## config.mk

```make
export PLATFORM = sky130hd
export DESIGN_NAME = traffic_phase_sequencer
export DESIGN_NICKNAME = d
export VERILOG_FILES = /design/src/rtl/traffic_phase_sequencer.sv
export SDC_FILE = /design/constraint.sdc
export NUM_CORES = 1
export LEC_CHECK = 0
export CORE_MARGIN = 2
export CORE_UTILIZATION = 42
export CTS_BUF_LIST = sky130_fd_sc_hd__clkbuf_16
export CTS_CLUSTER_DIAMETER = 100
export DETAILED_ROUTE_END_ITERATION = 7
export GPL_ROUTABILITY_DRIVEN = 0
export GPL_TIMING_DRIVEN = 0
export PLACE_DENSITY = 0.73
export REMOVE_ABC_BUFFERS = 1
export SLEW_MARGIN = 25
export SYNTH_ARGS = -nofsm -noshare
export SYNTH_HDL_FRONTEND = slang
export SYNTH_SLANG_ARGS = --single-unit
```

## constraint.sdc

```tcl
create_clock -name clk1 -period 1.8 [get_ports clk1]
set_input_delay 0.18 -clock clk1 [delete_from_list [all_inputs] [get_ports clk1]]
set_output_delay 0.18 -clock clk1 [all_outputs]
set_load 0.02 [all_outputs]
```

## src/rtl/traffic_phase_sequencer.sv

```systemverilog
// rtl/traffic_phase_sequencer.sv - traffic-light phase sequencer with dot-matrix row scanner
//
// Purpose:
//   Cycles GREEN -> YELLOW -> RED -> GREEN, counting each phase down on sec_tick.
//   Supports hold, pedestrian-request shortening of GREEN and an emergency flash
//   mode. A free-running row scanner advances on scan_tick for the matrix driver.
//
// Ports:
//   clk1        in   1      system clock, posedge
//   reset       in   1      asynchronous active-low reset
//   sec_tick    in   1      countdown time-base strobe
//   scan_tick   in   1      row-scan time-base strobe
//   hold        in   1      freeze phase and countdown
//   emerg       in   1      emergency flash mode request
//   ped_req     in   1      pedestrian button (level or pulse)
//   state       out  2      0 GREEN, 1 YELLOW, 2 RED, 3 EMERG
//   count_down  out  CNT_W  remaining seconds in the phase
//   row_cnt     out  ROW_W  active matrix row
//   flash       out  1      emergency blink phase, 0 outside EMERG
//   phase_done  out  1      one-cycle pulse on every phase change
//   ped_ack     out  1      one-cycle pulse when a served request enters RED

module traffic_phase_sequencer #(
    parameter int CNT_W       = 4,
    parameter int T_GREEN     = 15,
    parameter int T_YELLOW    = 5,
    parameter int T_RED       = 10,
    parameter int T_MIN_GREEN = 3,
    parameter int ROWS        = 8,
    parameter int ROW_W       = 3
) (
    input  logic             clk1,
    input  logic             reset,
    input  logic             sec_tick,
    input  logic             scan_tick,
    input  logic             hold,
    input  logic             emerg,
    input  logic             ped_req,
    output logic [1:0]       state,
    output logic [CNT_W-1:0] count_down,
    output logic [ROW_W-1:0] row_cnt,
    output logic             flash,
    output logic             phase_done,
    output logic             ped_ack
);

    typedef enum logic [1:0] {
        PH_GREEN  = 2'd0,
        PH_YELLOW = 2'd1,
        PH_RED    = 2'd2,
        PH_EMERG  = 2'd3
    } phase_t;

    localparam logic [CNT_W-1:0] LD_GREEN  = CNT_W'(T_GREEN);
    localparam logic [CNT_W-1:0] LD_YELLOW = CNT_W'(T_YELLOW);
    localparam logic [CNT_W-1:0] LD_RED    = CNT_W'(T_RED);
    localparam logic [CNT_W-1:0] LD_MIN    = CNT_W'(T_MIN_GREEN);
    localparam logic [CNT_W-1:0] CNT_ZERO  = '0;
    localparam logic [CNT_W-1:0] CNT_ONE   = CNT_W'(1);
    localparam logic [ROW_W-1:0] ROW_LAST  = ROW_W'(ROWS - 1);
    localparam logic [ROW_W-1:0] ROW_ONE   = ROW_W'(1);

    phase_t cur;
    logic   ped_pending;

    assign state = cur;

    always_ff @(posedge clk1 or negedge reset) begin
        if (!reset) begin
            cur         <= PH_GREEN;
            count_down  <= LD_GREEN;
            flash       <= 1'b0;
            phase_done  <= 1'b0;
            ped_ack     <= 1'b0;
            ped_pending <= 1'b0;
        end else begin
            phase_done <= 1'b0;
            ped_ack    <= 1'b0;
            if (emerg) begin
                if (cur != PH_EMERG) begin
                    cur         <= PH_EMERG;
                    count_down  <= CNT_ZERO;
                    flash       <= 1'b0;
                    phase_done  <= 1'b1;
                    ped_pending <= 1'b0;
                end else if (sec_tick) begin
                    flash <= ~flash;
                end
            end else if (cur == PH_EMERG) begin
                // Leaving emergency always lands in RED so cross traffic clears first.
                cur        <= PH_RED;
                count_down <= LD_RED;
                flash      <= 1'b0;
                phase_done <= 1'b1;
            end else begin
                // Requests are latched even while held; only GREEN accepts them.
                if (ped_req && cur == PH_GREEN)
                    ped_pending <= 1'b1;
                if (!hold && sec_tick) begin
                    case (cur)
                        PH_GREEN: begin
                            if (count_down == CNT_ZERO) begin
                                cur        <= PH_YELLOW;
                                count_down <= LD_YELLOW;
                                phase_done <= 1'b1;
                            end else if (ped_pending && count_down > LD_MIN) begin
                                count_down <= LD_MIN;
                            end else begin
                                count_down <= count_down - CNT_ONE;
                            end
                        end
                        PH_YELLOW: begin
                            if (count_down == CNT_ZERO) begin
                                cur        <= PH_RED;
                                count_down <= LD_RED;
                                phase_done <= 1'b1;
                                if (ped_pending) begin
                                    ped_ack     <= 1'b1;
                                    ped_pending <= 1'b0;
                                end
                            end else begin
                                count_down <= count_down - CNT_ONE;
                            end
                        end
                        PH_RED: begin
                            if (count_down == CNT_ZERO) begin
                                cur        <= PH_GREEN;
                                count_down <= LD_GREEN;
                                phase_done <= 1'b1;
                            end else begin
                                count_down <= count_down - CNT_ONE;
                            end
                        end
                        default: begin
                            cur        <= PH_GREEN;
                            count_down <= LD_GREEN;
                        end
                    endcase
                end
            end
        end
    end

    // Row scan runs regardless of phase, hold or emergency.
    always_ff @(posedge clk1 or negedge reset) begin
        if (!reset) begin
            row_cnt <= '0;
        end else if (scan_tick) begin
            if (row_cnt == ROW_LAST)
                row_cnt <= '0;
            else
                row_cnt <= row_cnt + ROW_ONE;
        end
    end

endmodule
```

# Word-level counts from Yosys, hierarchy flattened
# Cells that the tools add are included.
dict set report word_totals {
  regBits 13
  latchBits 0
  mem_bits_rw 0
  romBits 0
  inputBits 7
  word_cells 77
  mem_count 0
}
dict set report classes {
  add_sub_neg 2
  mul 0
  n_div 0
  order_cmp 1
  eq_ne 11
  n_shift 0
  muxes 42
  bitwise_logic 1
  reduce_logical 13
}
# op n
set op_table {}
lappend op_table {{4-bit two-way mux} 8}
lappend op_table {{1-bit two-way mux} 24}
lappend op_table {{2-bit two-way mux} 7}
lappend op_table {{4-bit case mux with 3 select lines} 1}
lappend op_table {{4-bit inequality test (second input constant)} 2}
lappend op_table {{2-bit case mux with 3 select lines} 1}
lappend op_table {{2-bit AND reduction} 3}
lappend op_table {{5-bit AND reduction} 1}
lappend op_table {{2-bit == test (second input constant)} 2}
lappend op_table {{4-bit by 2-bit > comparator with 1-bit output (second input constant)} 1}
lappend op_table {{4-bit zero test} 1}
lappend op_table {{2-bit inequality test (second input constant)} 2}
lappend op_table {{4-bit by 3-bit inequality test with 1-bit output (second input constant)} 1}
lappend op_table {{4-bit by 1-bit subtractor with 4-bit output (second input constant)} 1}
lappend op_table {{3-bit by 1-bit adder with 3-bit output (second input constant)} 1}
lappend op_table {{3-bit == test (second input constant)} 1}
lappend op_table {{1-bit logical AND} 3}
lappend op_table {{3-bit two-way mux} 1}
lappend op_table {{3-bit by 2-bit inequality test with 1-bit output (second input constant)} 1}
lappend op_table {{3-bit nonzero test} 1}
lappend op_table {{3-bit OR reduction} 1}
lappend op_table {{2-bit by 1-bit == test with 1-bit output (second input constant)} 1}
lappend op_table {{2-bit zero test} 1}
lappend op_table {{2-bit by 1-bit inequality test with 1-bit output (second input constant)} 1}
lappend op_table {{other kinds (3)} 3}

# Depth between registers and ports, before layout
# Gate-level depths: netlist of the first run.
dict set report depth {
  depth_word 9
  ltp_mapped 6
}

# Worst setup path after synthesis of the first run
# Ideal clock, no wire load.
dict set report synth_timing {
  path_kind {reg2reg}
  startpoint {register count_down[0]}
  endpoint {register count_down[1]}
  t_arrival_ps 1735
  setup_slack_ps -15
  stages_incl_launch_ff 7
  n_path_buf 0
  period_less_slack_ps 1815
  cell_sequence {dfstp_2 -> inv_1 -> ha_1 -> nor3b_2 -> maj3_2 -> a31o_1 -> a22o_1}
}
dict set report synth_via {
  elab_chain_cells 8
  word_cells_on_any_way 12
  cone_classes {add/sub (1); order compare (1); mux (8); reduce/logical (2)}
}
# element line_no
set synth_lines {}
lappend synth_lines {{start: declaration} 40} ;# output logic [CNT_W-1:0] count_down,
lappend synth_lines {{start signal: assignment} 109} ;# count_down <= count_down - CNT_ONE;
lappend synth_lines {{start signal: assignment} 122} ;# count_down <= count_down - CNT_ONE;
lappend synth_lines {{start signal: assignment} 131} ;# count_down <= count_down - CNT_ONE;
lappend synth_lines {{4-bit by 2-bit > comparator with 1-bit output} 106} ;# end else if (ped_pending && count_down > LD_MIN) begin
lappend synth_lines {{1-bit logical AND} 106}
lappend synth_lines {{4-bit two-way mux} 106}
lappend synth_lines {{4-bit two-way mux} 102} ;# if (count_down == CNT_ZERO) begin
lappend synth_lines {{4-bit case mux with 3 select lines *} 100} ;# case (cur)
lappend synth_lines {{4-bit two-way mux *} 99} ;# if (!hold && sec_tick) begin
lappend synth_lines {{4-bit two-way mux *} 89} ;# end else if (cur == PH_EMERG) begin
lappend synth_lines {{4-bit two-way mux *} 79} ;# if (emerg) begin
# Mark *: on every way between the ends. The rest lies on a longest branch, timed or not. The select of a mux whose other input is x is not followed.
# A chain may end at the register's enable or synchronous reset.

# Worst setup path in the final report of the first run
dict set report layout_timing {
  startpoint {register count_down[1]}
  endpoint {register count_down[1]}
}
# Same word-level chain as after synthesis.

==> flow_summary.ini, run 1 <==
[power_and_ir_drop]
cell_internal_pwr_mw = 1.07
clockPowerShare_pct = 25.2
pwr-share-seq_pct = 31.9
power_mw = 1.63
switching_power_mw = 0.559
power.density_nw_per_um2 = 1540
p_sw_share_pct = 34.3
ir_drop_uv = 822
p_leak_nw = 0.431
power.combinational.fraction_pct = 42.9

[synth]
yosys-top-cells-count = 9 x dfrtp_1, 6 x nand2_1, 5 x a21oi_1
synth-warning-count = 0
synthSimpleGateAreaFrac_pct = 15.3
synthesis.instances = 74
synth_area_leader_cell = dfrtp_1
ys_seq_elements = 13
syn_avg_cell_area_sq_um = 10.0
netlist_area_sq_um = 743
synth-xor-area-share_pct = 2.36
synthTopCellsByArea = dfrtp_1 30%, dfstp_2 14%, ha_1 5.1%
yosysMostFrequentCell = dfrtp_1
ys.flop_type = dfrtp_1
ys_seq_area_share_pct = 44.4
muxShareOfSynthArea_pct = 4.55
yosysUniqueCellTypes = 35
synthAdderAreaFrac_pct = 6.57
async_flop_share_pct = 100
synth_edf_count = 0
synth_compound_area_share_pct = 22.6
synth_top_family_by_area = compound AO/OA/AOI/OAI gates
netlist.area_leader.share_pct = 30.3

[grt]
grt_pass1_vias = 591
grt_max_degree = 16
grt_pass1_wl_um = 2680
antenna_found_initial = 0
grtUsageTotal_pct = 18.7
grt-ovfl-total = 0

[placed_design]
dpl.hpwl_um = 1180
port_buffers = 18
dpl.cell_count = 106

[setup_path]
critPathKind = flop to flop
rr_worst_depth = 6
cp_slowest_stage_delay_ps = 580
crit_chain = inv_2 -> ha_4 -> nor3b_4 -> maj3_2 -> a31o_1 -> a22o_1
crit_fanout = 4
rrSetupSlack_ps = 60
cp_slowest_cell = dfstp_2
endpoint_kind = flop
cp.required_ps = 1970
r2r-end = count_down[1]
r2r-start = count_down[1]
critPathLaunchType = flop
worstPathArrival_ps = 1900

[cells_and_area]
fin_cells = 114
syn_to_final_growth_pct = 42.3
drive_gt1_share_pct = 21.6
final_nets = 108
antennaDiodeCount = 0

[floorplan]
coreArea_sq_um = 1690
num_rows = 15
die_w_um = 46.1
initial_utilization_pct = 44.0
dieArea_sq_um = 2120
die_h_um = 46.1
io_pins = 19

[clock_tree]
clock_path_buffers = 2
cts.sinks = 13
cts_tree = yes
htree_levels = 1
ctsHoldBuffers = 0
insertion_delay_ps = 240
clkSlewWorstSetupHoldPaths_ps = 40
cts_buffers = 3
cts-root-buf = clkbuf_16

[detailed_routing]
drt_pass1_iterations = 4
num_vias = 683
detail_route.wl_per_cell_um = 15.1
viasPerCell = 5.99
ant_nets = 0
drt_iter0_markers = 9
totalWireLength_um = 1720
drc = 0

[flow_run]
drv_cap = 0

[timing]
fin_setup_tns_ps = 0
min_period_ps = 1740
fin_skew_ps = 1.67
max_freq_ghz = 0.576
tightest_slew_ps = 573
max-slew-margin-rel_pct = 61.7
slew_viol_final = 0
hold_viol_final = 0
setup_viol = 0
whs_ps = 312
fin_crit_sh_pct = 96.5

[status]
status = finished clean

[hold_path]
hold_class = input pin to asynchronous set/reset pin
==> stage by stage <==
step | utilization (%) | cell area (sq um) | worst slack, ps
2_1_floorplan | - | 727 | -14.6
3_3_place_gp | 55.0 | 928 | -16.7
3_5_place_dp | 55.0 | 928 | -35.6
4_1_cts | 60.1 | 1020 | 11.1
5_1_grt | 62.6 | 1060 | -3.69
6_report | 62.6 | 1060 | 63.0
==> kinds of logic after synthesis <==
kind of cell | Yosys count
compound gates | 24
simple gates | 21
flops | 13
buf+inv | 7
fa+ha+maj | 4
mux | 3
xor+xnor | 2
==> critical path: cells and delay by family, from the launching register on <==
kind / cells / cell delay (ps)
flip-flops: 1 / 580
adder cells (fa/ha/maj): 2 / 480
AO/OA/AOI/OAI: 2 / 380
AND/OR/NAND/NOR: 1 / 160
buffers and inverters: 1 / 70
==> layout by cell type (no fill, tap or decap), types with 2 or more instances in the layout <==
cell type and n:
a211oi_1 2, a21oi_1 5, a32o_1 2, buf_4 4
clkbuf_16 3, clkdlybuf4s50_1 18, dfrtp_1 8, dfstp_2 4
ha_1 2, inv_1 3, inv_2 2, mux2_2 3
nand2_1 6, nand2b_1 2, nand3_1 2, nor2_1 3
nor3_1 2, o21ai_0 3, o21ai_1 2, o22ai_1 2
xnor2_1 2
==> power groups by stage <==
stage                     Clock, mW  Sequential, mW  Combinational, mW
final                         0.410           0.519              0.699
after global routing          0.432           0.535              0.786
after CTS                     0.417           0.517              0.648
after detailed placement          0           0.513              0.630
after global placement            0           0.504              0.614
after floorplan                   0           0.585              0.305
==> routing by layer <==
| layer | global-route usage, % | routed length [um] | vias up |
|---|---|---|---|
| met5 | 0 | 0 | - |
| met4 | 12.6 | 51 | 0 |
| met3 | 2.35 | 88 | 8 |
| met2 | 28.9 | 828 | 30 |
| met1 | 24.1 | 749 | 321 |
| li1 | - | - | 324 |
==> worst max path at each step <==
| stage | endpoint | cells past startpoint | startpoint |
|---|---|---|---|
| after floorplan | count_down[1] | 6 | count_down[0] |
| after global placement | count_down[1] | 6 | count_down[0] |
| after CTS | count_down[1] | 6 | count_down[0] |
| after global routing | count_down[1] | 6 | count_down[1] |
| final | count_down[1] | 6 | count_down[1] |
| after detailed placement | count_down[1] | 6 | count_down[0] |
==> registers in the layout, summed over array words and instances (netlist names) <==
name         cells
count_down       4
ped_pending      1
state            2
flash            1
ped_ack          1
phase_done       1
row_cnt          3
==> cell type report <==
class	count	area, sq um
fill	147	632
multi-input combinational	54	400
sequential	13	332
timing repair buffer	22	210
clock buffer	3	75.1
tap	17	21.3
inverter	4	15.0
clock inverter	1	3.75
==> timing repair <==
item / in CTS / in global routing
hold endpoints to repair: 0 / 0
gates cloned: 0 / 0
pin swaps: 0 / 2
buffers inserted: 0 / 4
setup endpoints to repair: 1 / 2
gates resized for setup: 2 / 4
(Power assumes the default switching activity.)
==> run 2: changes to the inputs <==
- HOLD_SLACK_MARGIN: default -> 0.03
- TNS_END_PERCENT: default -> 50
==> results of run 2 <==
Final layout, timing and power as in run 1 (identical DEF).
==> run 3: changes to the inputs <==
- ABC_AREA: default -> 1
==> flow_summary.ini, run 3 <==
[status]
status = finished clean

[grt]
grtUsageTotal_pct = 18.5
grt_pass1_wl_um = 2740
grt-ovfl-total = 0
grt_pass1_vias = 642
antenna_found_initial = 0
grt_max_degree = 14

[timing]
fin_ws_ps = 200
fin_setup_tns_ps = 0
fin_skew_ps = 0.773
max-slew-margin-rel_pct = 61.4
setup_viol = 0
max_freq_ghz = 0.625
fin_crit_sh_pct = 88.9
rsz0062_at_grt = false
min_period_ps = 1600
hold_viol_final = 0
tightest_slew_ps = 577
slew_viol_final = 0

[floorplan]
io_pins = 19
dieArea_sq_um = 2150
num_rows = 15
die_w_um = 46.4
initial_utilization_pct = 44.2
coreArea_sq_um = 1710
die_h_um = 46.4

[synth]
syn_avg_cell_area_sq_um = 7.86
netlist.area_leader.share_pct = 29.9
synthTopCellsByArea = dfrtp_1 30%, dfstp_2 14%, nand2_1 11%
async_flop_share_pct = 100
yosysMostFrequentCell = nand2_1
yosysUniqueCellTypes = 20
yosys-top-cells-count = 23 x nand2_1, 14 x inv_1, 9 x dfrtp_1
ys.flop_type = dfrtp_1
netlist_area_sq_um = 754
ys_seq_area_share_pct = 43.8
synth-warning-count = 0
synthesis.instances = 96
synth_area_leader_cell = dfrtp_1
synth_edf_count = 0
ys_seq_elements = 13

[power_and_ir_drop]
power.density_nw_per_um2 = 1960
ir_drop_uv = 1130
p_leak_nw = 0.500

[setup_path]
crit_fanout = 5
critPathLaunchType = flop
rrSetupSlack_ps = 320
cp_slowest_stage_delay_ps = 610
crit_chain = clkdlybuf4s50_1
critPathKind = flop to output port
endpoint_kind = output port
cp.required_ps = 1620
worstPathArrival_ps = 1420
cp_num_buf_inv = 1
crit_family = buffers and inverters
cp_slowest_cell = clkdlybuf4s50_1

[clock_tree]
cts_buffers = 3
clkSlewWorstSetupHoldPaths_ps = 40
cts_resized = 0
clock_path_buffers = 2
postCtsSetupBuffers = 0
ctsHoldBuffers = 0
cts_tree = yes
htree_levels = 1
cts.sinks = 13
cts-root-buf = clkbuf_16
insertion_delay_ps = 240

[detailed_routing]
drt_iter0_markers = 8
ant_nets = 0
drt_pass1_iterations = 4
num_vias = 707
detail_route.wl_per_cell_um = 11.4
drc = 0
totalWireLength_um = 1630
viasPerCell = 4.94

[placed_design]
dpl.cell_count = 139
dpl.hpwl_um = 1260
place_ws_ps = 241
port_buffers = 18

[cells_and_area]
final_common_cell = nand2_1
syn_to_final_growth_pct = 38.6
fin_cells = 143
fillerInstances = 149
antennaDiodeCount = 0
drive_gt1_share_pct = 16.1
final_cell_mix = 23 x nand2_1, 18 x clkdlybuf4s50_1, 14 x inv_1
regMostFlops = count_down
final_nets = 129
largest_reg_flops = 4

[hold_path]
hold_class = input pin to asynchronous set/reset pin

[flow_run]
drv_cap = 0
-- run 3: cell count changes after synthesis, sizes merged, moves of 5 or more --
cell,change
inv,+11
nand2,+21
nand3,+5
nor2,+7
-- run 3: worst paths after layout --
check | from | to | depth (start not counted)
worst max-delay path | count_down[3] | count_down[3] | 1
worst min-delay path | reset | ped_ack | 1
worst max register to register | count_down[0] | count_down[1] | 8
worst min register to register | row_cnt[0] | row_cnt[0] | 1
max in group asynchronous | reset | flash | 1
min in group clk1 | row_cnt[0] | row_cnt[0] | 1
-- run 3: report_power, final --
part           leakage, nW  internal (mW)  switching, mW  total [mW]
logic                0.306          0.454          0.609        1.06
clock network       0.0409          0.295          0.123       0.418
registers            0.153          0.444          0.126       0.570
-- run 3: cell families after synthesis --
kind of cell	synth area share, %
adder cells (fa/ha/maj)	4.98
multiplexers	2.98
AO/OA/AOI/OAI	10.8
AND/OR/NAND/NOR	30.0
flip-flops	43.8
buffers and inverters	7.46
-- run 3: routing by layer --
layer  wire (um)  vias to the layer above  GRT usage [%]
met5           0                        -              0
met4          40                        0           8.57
met3          55                        4           5.10
met2         806                       16           30.3
met1         728                      331           22.3
li1            -                      356              -
-- run 3: stage by stage --
step | hold slack (ps) | utilization (%) | cell area (sq um) | power, mW
2_1_floorplan | -116 | - | 754 | 1.25
3_3_place_gp | 487 | 56.6 | 966 | 1.60
3_5_place_dp | 497 | 56.6 | 966 | 1.64
4_1_cts | 328 | 61.2 | 1050 | 2.08
5_1_grt | 353 | 61.2 | 1050 | 2.23
6_report | 310 | 61.2 | 1050 | 2.05
-- run 3: area by class of cell --
type / instances / area [sq um] / share of cell area [%]
clock buffers: 3 / 75.1 / 7.18
clock inverters: 1 / 5.00 / 0.478
inverters: 15 / 56.3 / 5.38
multi-input cells: 68 / 368 / 35.2
flip-flops and latches: 13 / 330 / 31.6
well taps: 25 / 31.3 / 2.99
repair buffers: 18 / 180 / 17.2
